==> config.mk <==
export PLATFORM = sky130hd
export DESIGN_NAME = fc_sched
export DESIGN_NICKNAME = d
export VERILOG_FILES = /design/src/rtl/fc_pkg.sv /design/src/rtl/fc_mac.sv /design/src/rtl/fc_sched.sv
export SDC_FILE = /design/constraint.sdc
export NUM_CORES = 1
export LEC_CHECK = 0
export ABC_AREA = 0
export BUFFER_PORTS_ARGS = -buffer_cell sky130_fd_sc_hd__buf_2
export CORE_ASPECT_RATIO = 0.6
export CORE_MARGIN = 2
export CORE_UTILIZATION = 63
export DETAILED_ROUTE_END_ITERATION = 8
export PLACE_DENSITY_LB_ADDON = 0.1
export SYNTH_ARGS = -nofsm -noshare
export SYNTH_HDL_FRONTEND = slang
export SYNTH_HIERARCHICAL = 1
export SYNTH_SLANG_ARGS = --single-unit
==> constraint.sdc <==
create_clock -name clk -period 5.6 [get_ports clk]
set_clock_uncertainty 0.2 [all_clocks]
set_input_delay 0.56 -clock clk [delete_from_list [all_inputs] [get_ports clk]]
set_output_delay 0.56 -clock clk [all_outputs]
set_load 0.005 [all_outputs]
==> src/rtl/fc_pkg.sv <==
// fc_pkg: shared definitions for the fully connected layer scheduler.
//   fc_state_e : scheduler FSM states
//   fc_flat()  : flattened input length (size * size * channels)
//   fc_acc_w() : accumulator width that cannot overflow for a given length
//   sat_px()   : clamp a signed value into a px_size-bit two's complement range
package fc_pkg;

    typedef enum logic [2:0] {
        StIdle  = 3'd0,
        StRun   = 3'd1,
        StDrain = 3'd2,
        StBias  = 3'd3,
        StOut   = 3'd4,
        StDone  = 3'd5
    } fc_state_e;

    function automatic int unsigned fc_flat(input int unsigned size, input int unsigned chans);
        return size * size * chans;
    endfunction

    // Full product width plus one growth bit per doubling of the term count,
    // plus a spare bit for the bias term.
    function automatic int unsigned fc_acc_w(input int unsigned px_size,
                                             input int unsigned flat);
        return 2 * px_size + $clog2(flat) + 1;
    endfunction

    // Shared with the other fixed-point layers; callers narrow the result
    // back to px_size bits with a size cast.
    function automatic logic signed [63:0] sat_px(input logic signed [63:0] v,
                                                  input int unsigned       px_size);
        logic signed [63:0] hi;
        logic signed [63:0] lo;
        hi = (64'sd1 <<< (px_size - 1)) - 64'sd1;
        lo = -(64'sd1 <<< (px_size - 1));
        if (v > hi) begin
            return hi;
        end else if (v < lo) begin
            return lo;
        end else begin
            return v;
        end
    endfunction

endpackage

==> src/rtl/fc_mac.sv <==
// fc_mac: signed multiply-accumulate with bias add, fixed-point rescale and
// saturation for one output channel at a time.
//   clk, rst : clock, asynchronous active-high reset
//   i_clr    : synchronous accumulator clear (wins over i_en)
//   i_en     : add i_px * i_w to the accumulator this edge
//   i_px     : signed input pixel
//   i_w      : signed weight
//   i_bias   : signed bias, same fixed-point format as pixels
//   o_res    : saturated ((acc + bias << FRAC_BITS) >>> FRAC_BITS), combinational
module fc_mac
    import fc_pkg::*;
#(
    parameter int unsigned PX_SIZE   = 8,
    parameter int unsigned FRAC_BITS = 4,
    parameter int unsigned ACC_W     = 24
) (
    input  logic                      clk,
    input  logic                      rst,
    input  logic                      i_clr,
    input  logic                      i_en,
    input  logic signed [PX_SIZE-1:0] i_px,
    input  logic signed [PX_SIZE-1:0] i_w,
    input  logic signed [PX_SIZE-1:0] i_bias,
    output logic signed [PX_SIZE-1:0] o_res
);

    logic signed [2*PX_SIZE-1:0] w_prod;
    logic signed [ACC_W-1:0]     w_bias_sh;
    logic signed [ACC_W-1:0]     w_sum;
    logic signed [ACC_W-1:0]     w_shift;
    logic signed [ACC_W-1:0]     r_acc;

    assign w_prod    = i_px * i_w;

    // Product of two Qx.FRAC values carries 2*FRAC fractional bits, so the
    // bias is aligned by shifting it up FRAC bits before the common rescale.
    assign w_bias_sh = ACC_W'(i_bias) <<< FRAC_BITS;
    assign w_sum     = r_acc + w_bias_sh;

    // Arithmetic shift: rounds toward minus infinity.
    assign w_shift   = w_sum >>> FRAC_BITS;
    assign o_res     = PX_SIZE'(sat_px(64'(w_shift), PX_SIZE));

    always_ff @(posedge clk or posedge rst) begin
        if (rst) begin
            r_acc <= '0;
        end else if (i_clr) begin
            r_acc <= '0;
        end else if (i_en) begin
            r_acc <= r_acc + ACC_W'(w_prod);
        end
    end

endmodule

==> src/rtl/fc_sched.sv <==
// fc_sched: sequential fully connected layer. One MAC is time-multiplexed
// over all output channels; each channel streams the flattened input and its
// weight row from external synchronous RAMs, adds its bias, rescales,
// saturates and is handed downstream on a valid/ready port.
//   clk, rst      : clock, asynchronous active-high reset
//   start         : begin a layer evaluation (only looked at while idle)
//   busy          : high whenever the FSM is not idle
//   done          : one-cycle pulse after the last channel handshake
//   in_addr       : flat input index, (x*INPUT_SIZE+y)*INPUT_CHANNELS+ch
//   w_addr        : weight index, c*FLAT + in_addr
//   rd_en         : read strobe shared by input and weight RAMs
//   in_data/w_data: RAM read data, valid the cycle after rd_en
//   b_addr/b_rd_en: bias RAM address and strobe
//   b_data        : bias, valid the cycle after b_rd_en
//   out_valid/out_ready/out_data/out_ch : result handshake port
module fc_sched
    import fc_pkg::*;
#(
    parameter int unsigned INPUT_SIZE      = 5,
    parameter int unsigned INPUT_CHANNELS  = 3,
    parameter int unsigned OUTPUT_CHANNELS = 3,
    parameter int unsigned PX_SIZE         = 8,
    parameter int unsigned FRAC_BITS       = 4,
    localparam int unsigned FLAT  = fc_flat(INPUT_SIZE, INPUT_CHANNELS),
    localparam int unsigned ACC_W = fc_acc_w(PX_SIZE, FLAT),
    localparam int unsigned IA_W  = (FLAT > 1) ? $clog2(FLAT) : 1,
    localparam int unsigned WA_W  = (OUTPUT_CHANNELS * FLAT > 1) ?
                                    $clog2(OUTPUT_CHANNELS * FLAT) : 1,
    localparam int unsigned CH_W  = (OUTPUT_CHANNELS > 1) ? $clog2(OUTPUT_CHANNELS) : 1
) (
    input  logic               clk,
    input  logic               rst,
    input  logic               start,
    output logic               busy,
    output logic               done,
    output logic [IA_W-1:0]    in_addr,
    output logic [WA_W-1:0]    w_addr,
    output logic               rd_en,
    input  logic [PX_SIZE-1:0] in_data,
    input  logic [PX_SIZE-1:0] w_data,
    output logic [CH_W-1:0]    b_addr,
    output logic               b_rd_en,
    input  logic [PX_SIZE-1:0] b_data,
    output logic               out_valid,
    input  logic               out_ready,
    output logic [PX_SIZE-1:0] out_data,
    output logic [CH_W-1:0]    out_ch
);

    localparam logic [IA_W-1:0] LAST_I = IA_W'(FLAT - 1);
    localparam logic [CH_W-1:0] LAST_C = CH_W'(OUTPUT_CHANNELS - 1);
    localparam logic [WA_W-1:0] W_STEP = WA_W'(FLAT);

    fc_state_e          r_state;
    logic [CH_W-1:0]    r_c;
    logic [WA_W-1:0]    r_w_base;
    logic [IA_W-1:0]    r_in_addr;
    logic [WA_W-1:0]    r_w_addr;
    logic               r_rd_en;
    logic               r_rd_dly;
    logic [CH_W-1:0]    r_b_addr;
    logic               r_b_rd_en;
    logic               r_busy;
    logic               r_done;
    logic               r_out_valid;
    logic [PX_SIZE-1:0] r_out_data;
    logic [CH_W-1:0]    r_out_ch;

    logic               w_clr;
    logic               w_next_ch;
    logic [PX_SIZE-1:0] w_res;

    // Advancing to another channel from OUT: accept seen and channels remain.
    assign w_next_ch = (r_state == StOut) && out_ready && (r_c != LAST_C);

    // The accumulator is cleared on the edge that enters RUN. The first read
    // of that run is issued on the same edge, so its product is not
    // accumulated until two edges later and never collides with the clear.
    assign w_clr = ((r_state == StIdle) && start) || w_next_ch;

    fc_mac #(
        .PX_SIZE  (PX_SIZE),
        .FRAC_BITS(FRAC_BITS),
        .ACC_W    (ACC_W)
    ) u_mac (
        .clk   (clk),
        .rst   (rst),
        .i_clr (w_clr),
        .i_en  (r_rd_dly),
        .i_px  (in_data),
        .i_w   (w_data),
        .i_bias(b_data),
        .o_res (w_res)
    );

    always_ff @(posedge clk or posedge rst) begin
        if (rst) begin
            r_state     <= StIdle;
            r_c         <= '0;
            r_w_base    <= '0;
            r_in_addr   <= '0;
            r_w_addr    <= '0;
            r_rd_en     <= 1'b0;
            r_rd_dly    <= 1'b0;
            r_b_addr    <= '0;
            r_b_rd_en   <= 1'b0;
            r_busy      <= 1'b0;
            r_done      <= 1'b0;
            r_out_valid <= 1'b0;
            r_out_data  <= '0;
            r_out_ch    <= '0;
        end else begin
            // Read data lands one cycle after the strobe; this flag marks it.
            r_rd_dly  <= r_rd_en;
            r_done    <= 1'b0;
            r_b_rd_en <= 1'b0;

            unique case (r_state)
                StIdle: begin
                    if (start) begin
                        r_state   <= StRun;
                        r_busy    <= 1'b1;
                        r_c       <= '0;
                        r_w_base  <= '0;
                        r_in_addr <= '0;
                        r_w_addr  <= '0;
                        r_rd_en   <= 1'b1;
                    end
                end

                StRun: begin
                    if (r_in_addr == LAST_I) begin
                        r_rd_en   <= 1'b0;
                        r_b_rd_en <= 1'b1;
                        r_b_addr  <= r_c;
                        r_state   <= StDrain;
                    end else begin
                        r_in_addr <= r_in_addr + IA_W'(1);
                        r_w_addr  <= r_w_addr + WA_W'(1);
                    end
                end

                // Last product is accumulated on this edge; bias data arrives.
                StDrain: begin
                    r_state <= StBias;
                end

                StBias: begin
                    r_out_data  <= w_res;
                    r_out_ch    <= r_c;
                    r_out_valid <= 1'b1;
                    r_state     <= StOut;
                end

                StOut: begin
                    if (out_ready) begin
                        r_out_valid <= 1'b0;
                        if (r_c == LAST_C) begin
                            r_done  <= 1'b1;
                            r_state <= StDone;
                        end else begin
                            r_c       <= r_c + CH_W'(1);
                            r_w_base  <= r_w_base + W_STEP;
                            r_w_addr  <= r_w_base + W_STEP;
                            r_in_addr <= '0;
                            r_rd_en   <= 1'b1;
                            r_state   <= StRun;
                        end
                    end
                end

                StDone: begin
                    r_busy  <= 1'b0;
                    r_state <= StIdle;
                end

                default: begin
                    r_busy  <= 1'b0;
                    r_rd_en <= 1'b0;
                    r_state <= StIdle;
                end
            endcase
        end
    end

    assign busy      = r_busy;
    assign done      = r_done;
    assign in_addr   = r_in_addr;
    assign w_addr    = r_w_addr;
    assign rd_en     = r_rd_en;
    assign b_addr    = r_b_addr;
    assign b_rd_en   = r_b_rd_en;
    assign out_valid = r_out_valid;
    assign out_data  = r_out_data;
    assign out_ch    = r_out_ch;

endmodule

==> impl_metrics.ini, run 1 <==
[run_status]
outcome = completed

[sta]
fin_ws_ps = 212
finalHoldViolations = 0
worst_slew_pin_slew_ps = 997
finalSetupViolCount = 0
post-route-period-util = 0.962
slew_headroom = 0.335
maxSlewViolCount = 0
post-route-min-period_ps = 5390
holdWs_ps = 221
max_freq_ghz = 0.186

[finish]
register_area_um2 = 1750
final_cell_mix = 115 x inv_1, 104 x fa_1, 83 x nand2_1, 77 x ha_1, 70 x dfrtp_1
diodes = 0
final_common_cell = inv_1
fill_cells = 933
drive_gt1_frac = 0.186
final_core_util = 0.752
multi_input_area_um2 = 6280
fin_nets = 1213
finalInstanceArea_um2 = 9790
area_growth_pct = 14.7

[place]
place_area_um2 = 9430
io_buffers = 59
dpl_worst_slack_ps = -349
dpl.hpwl_um = 16400
place.gp.congestion = 0.937

[setup_path]
worstSetupStartpointType = primary input
crit_path_top_delay_cell = fa_2
cp_data_required_time_ps = 5630
crit_path_max_incr_delay_ps = 620
arrival_ps = 5420
crit_path_max_fanout = 6
crit_top_cell = ha_1
crit_path_end_kind = flop
path_cells = buf_2 > buf_4 > and2_1 > o21bai_1 > ha_1 > inv_1 > fa_2 > inv_1 > fa_1 > fa_1 > ha_1 > ha_1 > a21o_1 > a21o_1 > a22oi_2 > a31oi_2 > a31oi_1 > xnor2_1 > a21oi_1 > a31o_2
cp.buffers_inverters = 4
critPathTopFamily = adder cells
path_class = primary input to flop

[cts]
clock-sinks = 70
holdBufCountCts = 0
clk_latency_ps = 340
path_clk_slew_ps = 60
cts_tree = built
htreeDepth = 3
clockBufferDepth = 2
cts_root_buf = clkbuf_16
cts_buffers = 9

[die]
pin_count = 60
initial_core_util = 0.656
num_rows = 32
fp.coreArea_um2 = 13000
fp.dieH_um = 94.1
dieArea_um2 = 14500
die_x_um = 154

[logic_synthesis]
synth_cells = 890
dominantRegCellSynth = dfrtp_1
synth_top_area_share = 0.246
syn_nets = 1101
yosys.cell_types.count = 79
yosysTopAreaCell = fa_1
ys_seq_elements = 70
synth.avg_cell_area_um2 = 9.59
ys_warn_count = 6
yosysSeqAreaShare = 0.205
synth.area.top_cells = fa_1 25%, dfrtp_1 21%, ha_1 11%
async_reset_ff_frac = 1.00
syn_area_um2 = 8530
synth_edf_count = 0

[flow_run]
cap_violations = 0

[global_routing]
grt_pass1_vias = 6925
grt_use_total = 0.298
grt_overflow = 0
grt_pass1_wl_um = 34200
grt_max_degree = 47
antenna_found_initial = 0

[detailed_routing]
postRouteAntennaNets = 0
vias_per_cell = 5.90
via_count = 6940
drt_iter0_markers = 586
postRouteWirelength_um = 20400
route.detailed.drc = 0
drt-pass1-iter-count = 5
avgRoutedWirePerCell_um = 17.3

[hold_path]
hold_class = flop to flop
final timing paths:
path | end | from | slack, ps | depth (start not counted)
setup / recovery | u_mac/r_acc[23] | in_data[7] | 210 | 20
hold / removal | r_rd_dly | rd_en | 220 | 0
setup reg to reg | u_mac/r_acc[16] | u_mac/r_acc[6] | 260 | 19
hold reg to reg | r_rd_dly | rd_en | 220 | 0
max in group asynchronous | out_ch[1] | rst | 4310 | 2
min in group asynchronous | r_w_base[1] | rst | 250 | 2
synth_stat cells, types with 15 or more instances:
cell type / instances
dfrtp_1: 70
nor3_1: 15
ha_1: 78
and2_1: 36
a21o_1: 18
inv_1: 116
nor2_1: 53
fa_1: 105
o21ai_0: 37
a21oi_1: 28
nand2_1: 83
nand3_1: 20
mux2i_1: 17
xnor2_1: 21
area by class of cell:
| type | count | share of cell area |
|---|---|---|
| clock buffers | 9 | 0.0230 |
| clock inverters | 7 | 0.00742 |
| inverters | 119 | 0.0456 |
| multi-input cells | 678 | 0.642 |
| flip-flops and latches | 70 | 0.179 |
| well taps | 170 | 0.0217 |
| repair buffers | 124 | 0.0813 |
routing by layer:
metal	vias to the layer above	routed length [µm]	track usage
met2	220	9340	0.456
met5	-	0	0
li1	3238	-	-
met1	3462	9670	0.451
met3	20	1210	0.0475
met4	0	166	0.0592
sequential cells by signal (all words and copies together) (netlist names):
register	count
r_w_base	8
out_data	8
w_addr	8
out_ch	2
b_addr	2
in_addr	7
done	1
r_rd_dly	1
u_mac/r_acc	24
r_c	2
out_valid	1
b_rd_en	1
rd_en	1
r_state	3
busy	1
stage by stage:
stage	cells	setup TNS (ps)
after floorplan	890	-13.4
after global placement	1159	-355
after detailed placement	1159	-1440
after CTS	1175	0
after global routing	1177	-13.8
final	1177	0
what timing repair did:
action / 4_1_cts / 5_1_grt
gates resized for setup: 1 / 12
pin swaps: 0 / 3
setup buffers: 0 / 2
endpoints found under the setup margin: 1 / 6
worst register-to-register path, cell delays in order (launching register included):
cell,delay (ps)
dfrtp_1,370
inv_1,80
fa_1,540
inv_1,50
fa_1,510
inv_1,60
fa_1,480
inv_1,60
fa_1,480
ha_1,310
ha_1,330
nor2b_1,170
o21ai_1,170
a21boi_1,130
o21ai_2,220
a21boi_2,110
or2_2,300
a21o_1,190
a21o_1,170
a311o_1,300
cells by family (layout without fill, tap and decap cells):
family | count (synthesis) | count (layout) | share of synthesized area
xor gates and xnor gates | 33 | 33 | 0.0370
AOI/OAI and AO/OA | 160 | 160 | 0.128
buffers and inverters | 142 | 259 | 0.0645
muxes | 29 | 29 | 0.0358
and+or+nand+nor | 273 | 273 | 0.168
adders and majority gates | 183 | 183 | 0.361
DFF | 70 | 70 | 0.205
Power of run 1 is left out: the tool's default activity adds up to more than one toggle a clock period on the data nets, which glitch-free logic cannot reach.
==> inputs of run 2 (changes only) <==
--- a/config.mk
+++ b/config.mk
@@ -5,7 +5,7 @@
 export SDC_FILE = /design/constraint.sdc
 export NUM_CORES = 1
 export LEC_CHECK = 0
-export ABC_AREA = 0
+export ABC_AREA = 1
 export BUFFER_PORTS_ARGS = -buffer_cell sky130_fd_sc_hd__buf_2
 export CORE_ASPECT_RATIO = 0.6
 export CORE_MARGIN = 2
==> impl_metrics.ini, run 2 <==
[die]
dieArea_um2 = 15300
num_rows = 33
pin_count = 60
initial_core_util = 0.652
die_x_um = 158
fp.dieH_um = 96.7
fp.coreArea_um2 = 13800

[global_routing]
grt_pass1_wl_um = 37200
grt_use_total = 0.308
grt_max_degree = 47
grt_pass1_vias = 7463
grt_overflow = 0
antenna_found_initial = 0

[cts]
cts_buffers = 9
clock-sinks = 70
path_clk_slew_ps = 60
clockBufferDepth = 2
cts_root_buf = clkbuf_16
htreeDepth = 3
holdBufCountCts = 0
cts_tree = built
clk_latency_ps = 340

[finish]
final_cell_mix = 334 x nand2_1, 226 x inv_1, 105 x fa_1, 78 x ha_1, 70 x dfrtp_1
register_area_um2 = 1750
final_core_util = 0.722
multi_input_area_um2 = 6280
largest_reg_flops = 24
drive_gt1_frac = 0.125
final_common_cell = nand2_1
diodes = 0
fin_nets = 1467
area_growth_pct = 10.8
fill_cells = 1062
finalInstanceArea_um2 = 9990
largest_register = u_mac/r_acc

[logic_synthesis]
synth.area.top_cells = fa_1 23%, dfrtp_1 19%, nand2_1 14%
synth_top_area_share = 0.233
async_reset_ff_frac = 1.00
synth_common_cells = 334 x nand2_1, 228 x inv_1, 105 x fa_1
ys_warn_count = 6
dominantRegCellSynth = dfrtp_1
ys_seq_elements = 70
syn_area_um2 = 9020
yosysSeqAreaShare = 0.194
syn_nets = 1391
synth.avg_cell_area_um2 = 7.64
yosysMostFrequentCell = nand2_1
yosysTopAreaCell = fa_1
synth_edf_count = 0
yosys.cell_types.count = 46
synth_cells = 1180

[sta]
finalSetupViolCount = 0
rsz0062_at_grt = no
finalHoldViolations = 0
setup_tns_ps = 0
slew_headroom = 0.326
maxSlewViolCount = 0
post-route-period-util = 0.921
max_freq_ghz = 0.194
post-route-min-period_ps = 5160
fin_ws_ps = 441
worst_slew_pin_slew_ps = 1010

[detailed_routing]
route.detailed.drc = 0
drt_iter0_markers = 629
postRouteAntennaNets = 0
via_count = 7707
drt-pass1-iter-count = 6
vias_per_cell = 5.30
postRouteWirelength_um = 21800
avgRoutedWirePerCell_um = 15.0

[setup_path]
worstSetupStartpointType = primary input
crit_start = w_data[7]
path_class = primary input to flop
r2r-start = u_mac/r_acc[6]
crit_path_max_fanout = 5
crit_path_top_delay_cell = fa_1
crit_path_end_kind = flop
ff2ff_path_depth = 18
reg2reg_to = u_mac/r_acc[16]
crit_top_cell = fa_1
cp_data_required_time_ps = 5630
arrival_ps = 5190
path_cells = buf_2 > clkinv_1 > or2_2 > fa_1 > fa_1 > inv_1 > fa_1 > fa_1 > fa_1 > ha_1 > a21oi_1 > o21ai_0 > a21oi_1 > inv_1 > a21oi_1 > o21ai_0 > o21ai_0 > nand2_1
reg2reg_slack_ps = 670
crit_path_max_incr_delay_ps = 580

[flow_run]
cap_violations = 0

[hold_path]
min_path_cells = 0
hp-start = rd_en
hold_class = flop to flop
min_to = r_rd_dly

[run_status]
outcome = completed

[place]
place.gp.congestion = 0.983
dpl_worst_slack_ps = 148
place_area_um2 = 9620
io_buffers = 59
dpl.hpwl_um = 17900
-- run 2: cell count changes in the layout (fill, tap and decap cells not counted), sizes merged, moves of 20 or more --
| cell | change |
|---|---|
| nand2 | +265 |
| inv | +115 |
| buf | -37 |
| and2 | -35 |
| nand3 | +33 |
| nor2 | +23 |
| o21ai | +20 |
-- run 2: cells by family (layout without fill, tap and decap cells) --
group | after synthesis | in the layout | share of synthesized area
mux | 8 | 8 | 0.00999
flops | 70 | 70 | 0.194
fa+ha+maj | 183 | 183 | 0.341
xor+xnor | 22 | 22 | 0.0214
simple gates | 510 | 510 | 0.243
buf+inv | 256 | 337 | 0.110
compound gates | 131 | 131 | 0.0806
-- run 2: how the worst max path moves through the flow --
stage | to | depth (start not counted)
after floorplan | u_mac/r_acc[23] | 20
after global placement | u_mac/r_acc[19] | 19
after detailed placement | u_mac/r_acc[16] | 18
after CTS | u_mac/r_acc[16] | 18
after global routing | u_mac/r_acc[23] | 17
final | u_mac/r_acc[16] | 18
-- run 2: through the flow --
stage / hold WS [ps] / instances
finish: 233 / 1453
floorplan: 196 / 1180
detailed placement: 217 / 1432
global route: 256 / 1453
global placement: 205 / 1432
CTS: 231 / 1448
-- run 2: worst max-delay path: cells and delay by family --
family,cells,cell delay (ps)
adders and majority gates,6,2960
buffers and inverters,4,320
and+or+nand+nor,2,350
AOI/OAI and AO/OA,6,1000
-- run 2: repair_timing --
action                     in CTS  in global routing
setup endpoints to repair       0                  1
buffers inserted                0                  5
gates resized for setup         0                  1
-- run 2: cell type report --
type                    instances  area share
clock buffers                   9      0.0226
clock inverters                 7     0.00977
inverters                     234      0.0891
multi-input cells             854       0.628
flip-flops and latches         70       0.175
well taps                     192      0.0241
repair buffers                 87      0.0506
-- run 2: routing by layer --
layer,global-route usage,up-vias,share of wire
met5,0,-,0
met4,0.0485,0,0.0053
met3,0.0874,15,0.099
met2,0.414,287,0.40
met1,0.499,3599,0.49
li1,-,3806,-
Power of run 2 is left out for the same reason.
==> inputs of run 3 (changes only) <==
--- a/config.mk
+++ b/config.mk
@@ -10,8 +10,10 @@
 export CORE_ASPECT_RATIO = 0.6
 export CORE_MARGIN = 2
 export CORE_UTILIZATION = 63
+export CTS_CLUSTER_SIZE = 14
 export DETAILED_ROUTE_END_ITERATION = 8
 export PLACE_DENSITY_LB_ADDON = 0.1
+export RECOVER_POWER = 100
 export SYNTH_ARGS = -nofsm -noshare
 export SYNTH_HDL_FRONTEND = slang
 export SYNTH_HIERARCHICAL = 1
==> impl_metrics.ini, run 3 (synthesized netlist as in run 2, its figures left out) <==
[flow_run]
cap_violations = 1

[cts]
cts_root_buf = clkbuf_16
clk_latency_ps = 340
cts_tree = built
htreeDepth = 3
cts_buffers = 9
path_clk_slew_ps = 60
clockBufferDepth = 2
clock-sinks = 70

[run_status]
failed_checks = capacitance limit, slew limit
outcome = finished, violations left

[detailed_routing]
avgRoutedWirePerCell_um = 15.0
postRouteAntennaNets = 0
vias_per_cell = 5.31
drt_iter0_markers = 676
postRouteWirelength_um = 21800
route.detailed.drc = 0
drt-pass1-iter-count = 5
via_count = 7722

[sta]
maxSlewViolCount = 47
slew_headroom = -0.156
finalSetupViolCount = 0
post-route-period-util = 0.924
finalHoldViolations = 0
worst_slew_pin_slew_ps = 1730
max_freq_ghz = 0.193
post-route-min-period_ps = 5170
rsz0062_at_grt = no
setup_tns_ps = 0

[setup_path]
critPathTopFamily = adder cells
crit_start = w_data[7]
r2r-start = u_mac/r_acc[6]
crit_path_end_kind = flop
arrival_ps = 5200
crit_path_top_delay_cell = fa_1
crit_path_max_fanout = 5
crit_top_cell = fa_1
worstSetupStartpointType = primary input
crit_path_max_incr_delay_ps = 580
path_class = primary input to flop
path_cells = buf_2 > clkinv_1 > or2_2 > fa_1 > fa_1 > inv_1 > fa_1 > fa_1 > fa_1 > ha_1 > a21oi_1 > o21ai_0 > a21oi_1 > inv_1 > a21oi_1 > o21ai_0 > o21ai_0 > nand2_1
cp.buffers_inverters = 4
cp_data_required_time_ps = 5620

[die]
dieArea_um2 = 15300
num_rows = 33
fp.dieH_um = 96.7
fp.coreArea_um2 = 13800
die_x_um = 158
pin_count = 60
initial_core_util = 0.652

[global_routing]
antenna_found_initial = 0
grt_pass1_wl_um = 37200
grt_use_total = 0.308
grt_pass1_vias = 7463
grt_max_degree = 47
grt_overflow = 0

[hold_path]
hp-start = rd_en
hold_class = flop to flop

[finish]
area_growth_pct = 9.89
largest_register = u_mac/r_acc
largest_reg_flops = 24
final_common_cell = nand2_1
fin_cells = 1453
diodes = 0
fill_cells = 1082
fin_nets = 1467
drive_gt1_frac = 0.103
final_cell_mix = 340 x nand2_1, 228 x inv_1, 105 x fa_1, 78 x ha_1, 70 x dfrtp_1

[place]
place.gp.congestion = 0.983
dpl.hpwl_um = 17900
dpl.cell_count = 1432
io_buffers = 59
==> run 3: changes by cell type in the layout (fill, tap and decap cells not counted), sizes merged <==
cell	delta
clkinvlp	+3
buf	-16
clkbuf	+16
inv	-3
==> run 3: layout make-up <==
class	count	area (µm²)	share of cell area
Multi-Input combinational cell	854	6230	0.629
Sequential cell	70	1750	0.177
Inverter	234	886	0.0894
Timing Repair Buffer	87	479	0.0484
Tap cell	192	240	0.0242
Clock buffer	9	225	0.0227
Clock inverter	7	97.6	0.00985
==> run 3: timing repair <==
action / 4_1_cts / 5_1_grt
hold buffers: 0 / 0
setup buffers: 0 / 5
setup endpoints to repair: 0 / 1
resized for setup: 0 / 1
==> run 3: metal layers <==
metal / global-route usage / part of all wire / up-vias
met3: 0.0874 / 0.096 / 18
met4: 0.0485 / 0.0075 / 0
met5: 0 / 0 / -
met2: 0.414 / 0.40 / 271
li1: - / - / 3811
met1: 0.499 / 0.50 / 3622
==> run 3: stage by stage <==
step	setup WS, ps	utilization	instance area, µm²	hold slack, ps
finish	427	0.716	9910	230
global route	42.6	0.716	9910	258
CTS	462	0.719	9940	231
detailed placement	148	0.696	9620	217
global placement	186	0.696	9620	205
floorplan	224	-	9020	196
==> run 3: worst paths after layout <==
check	to	slack [ps]	cells after the start
worst min-delay path	r_rd_dly	230	0
max in group asynchronous	in_addr[2]	3630	2
worst min register to register	r_rd_dly	230	0
worst max register to register	u_mac/r_acc[16]	640	18
min in group asynchronous	u_mac/r_acc[21]	250	2
worst max-delay path	u_mac/r_acc[16]	430	18
==> run 3: worst reg2reg max path: stages, from the launching register on <==
cell and delay, ps:
dfrtp_1 410, inv_1 120, fa_1 550, inv_1 60, fa_1 490, inv_1 50, fa_1 480, inv_1 60
fa_1 430, fa_1 450, ha_1 360, a21oi_1 180, o21ai_0 120, a21oi_1 190, inv_1 110, a21oi_1 180
o21ai_0 140, o21ai_0 190, nand2_1 60
Power of run 3 is left out for the same reason.
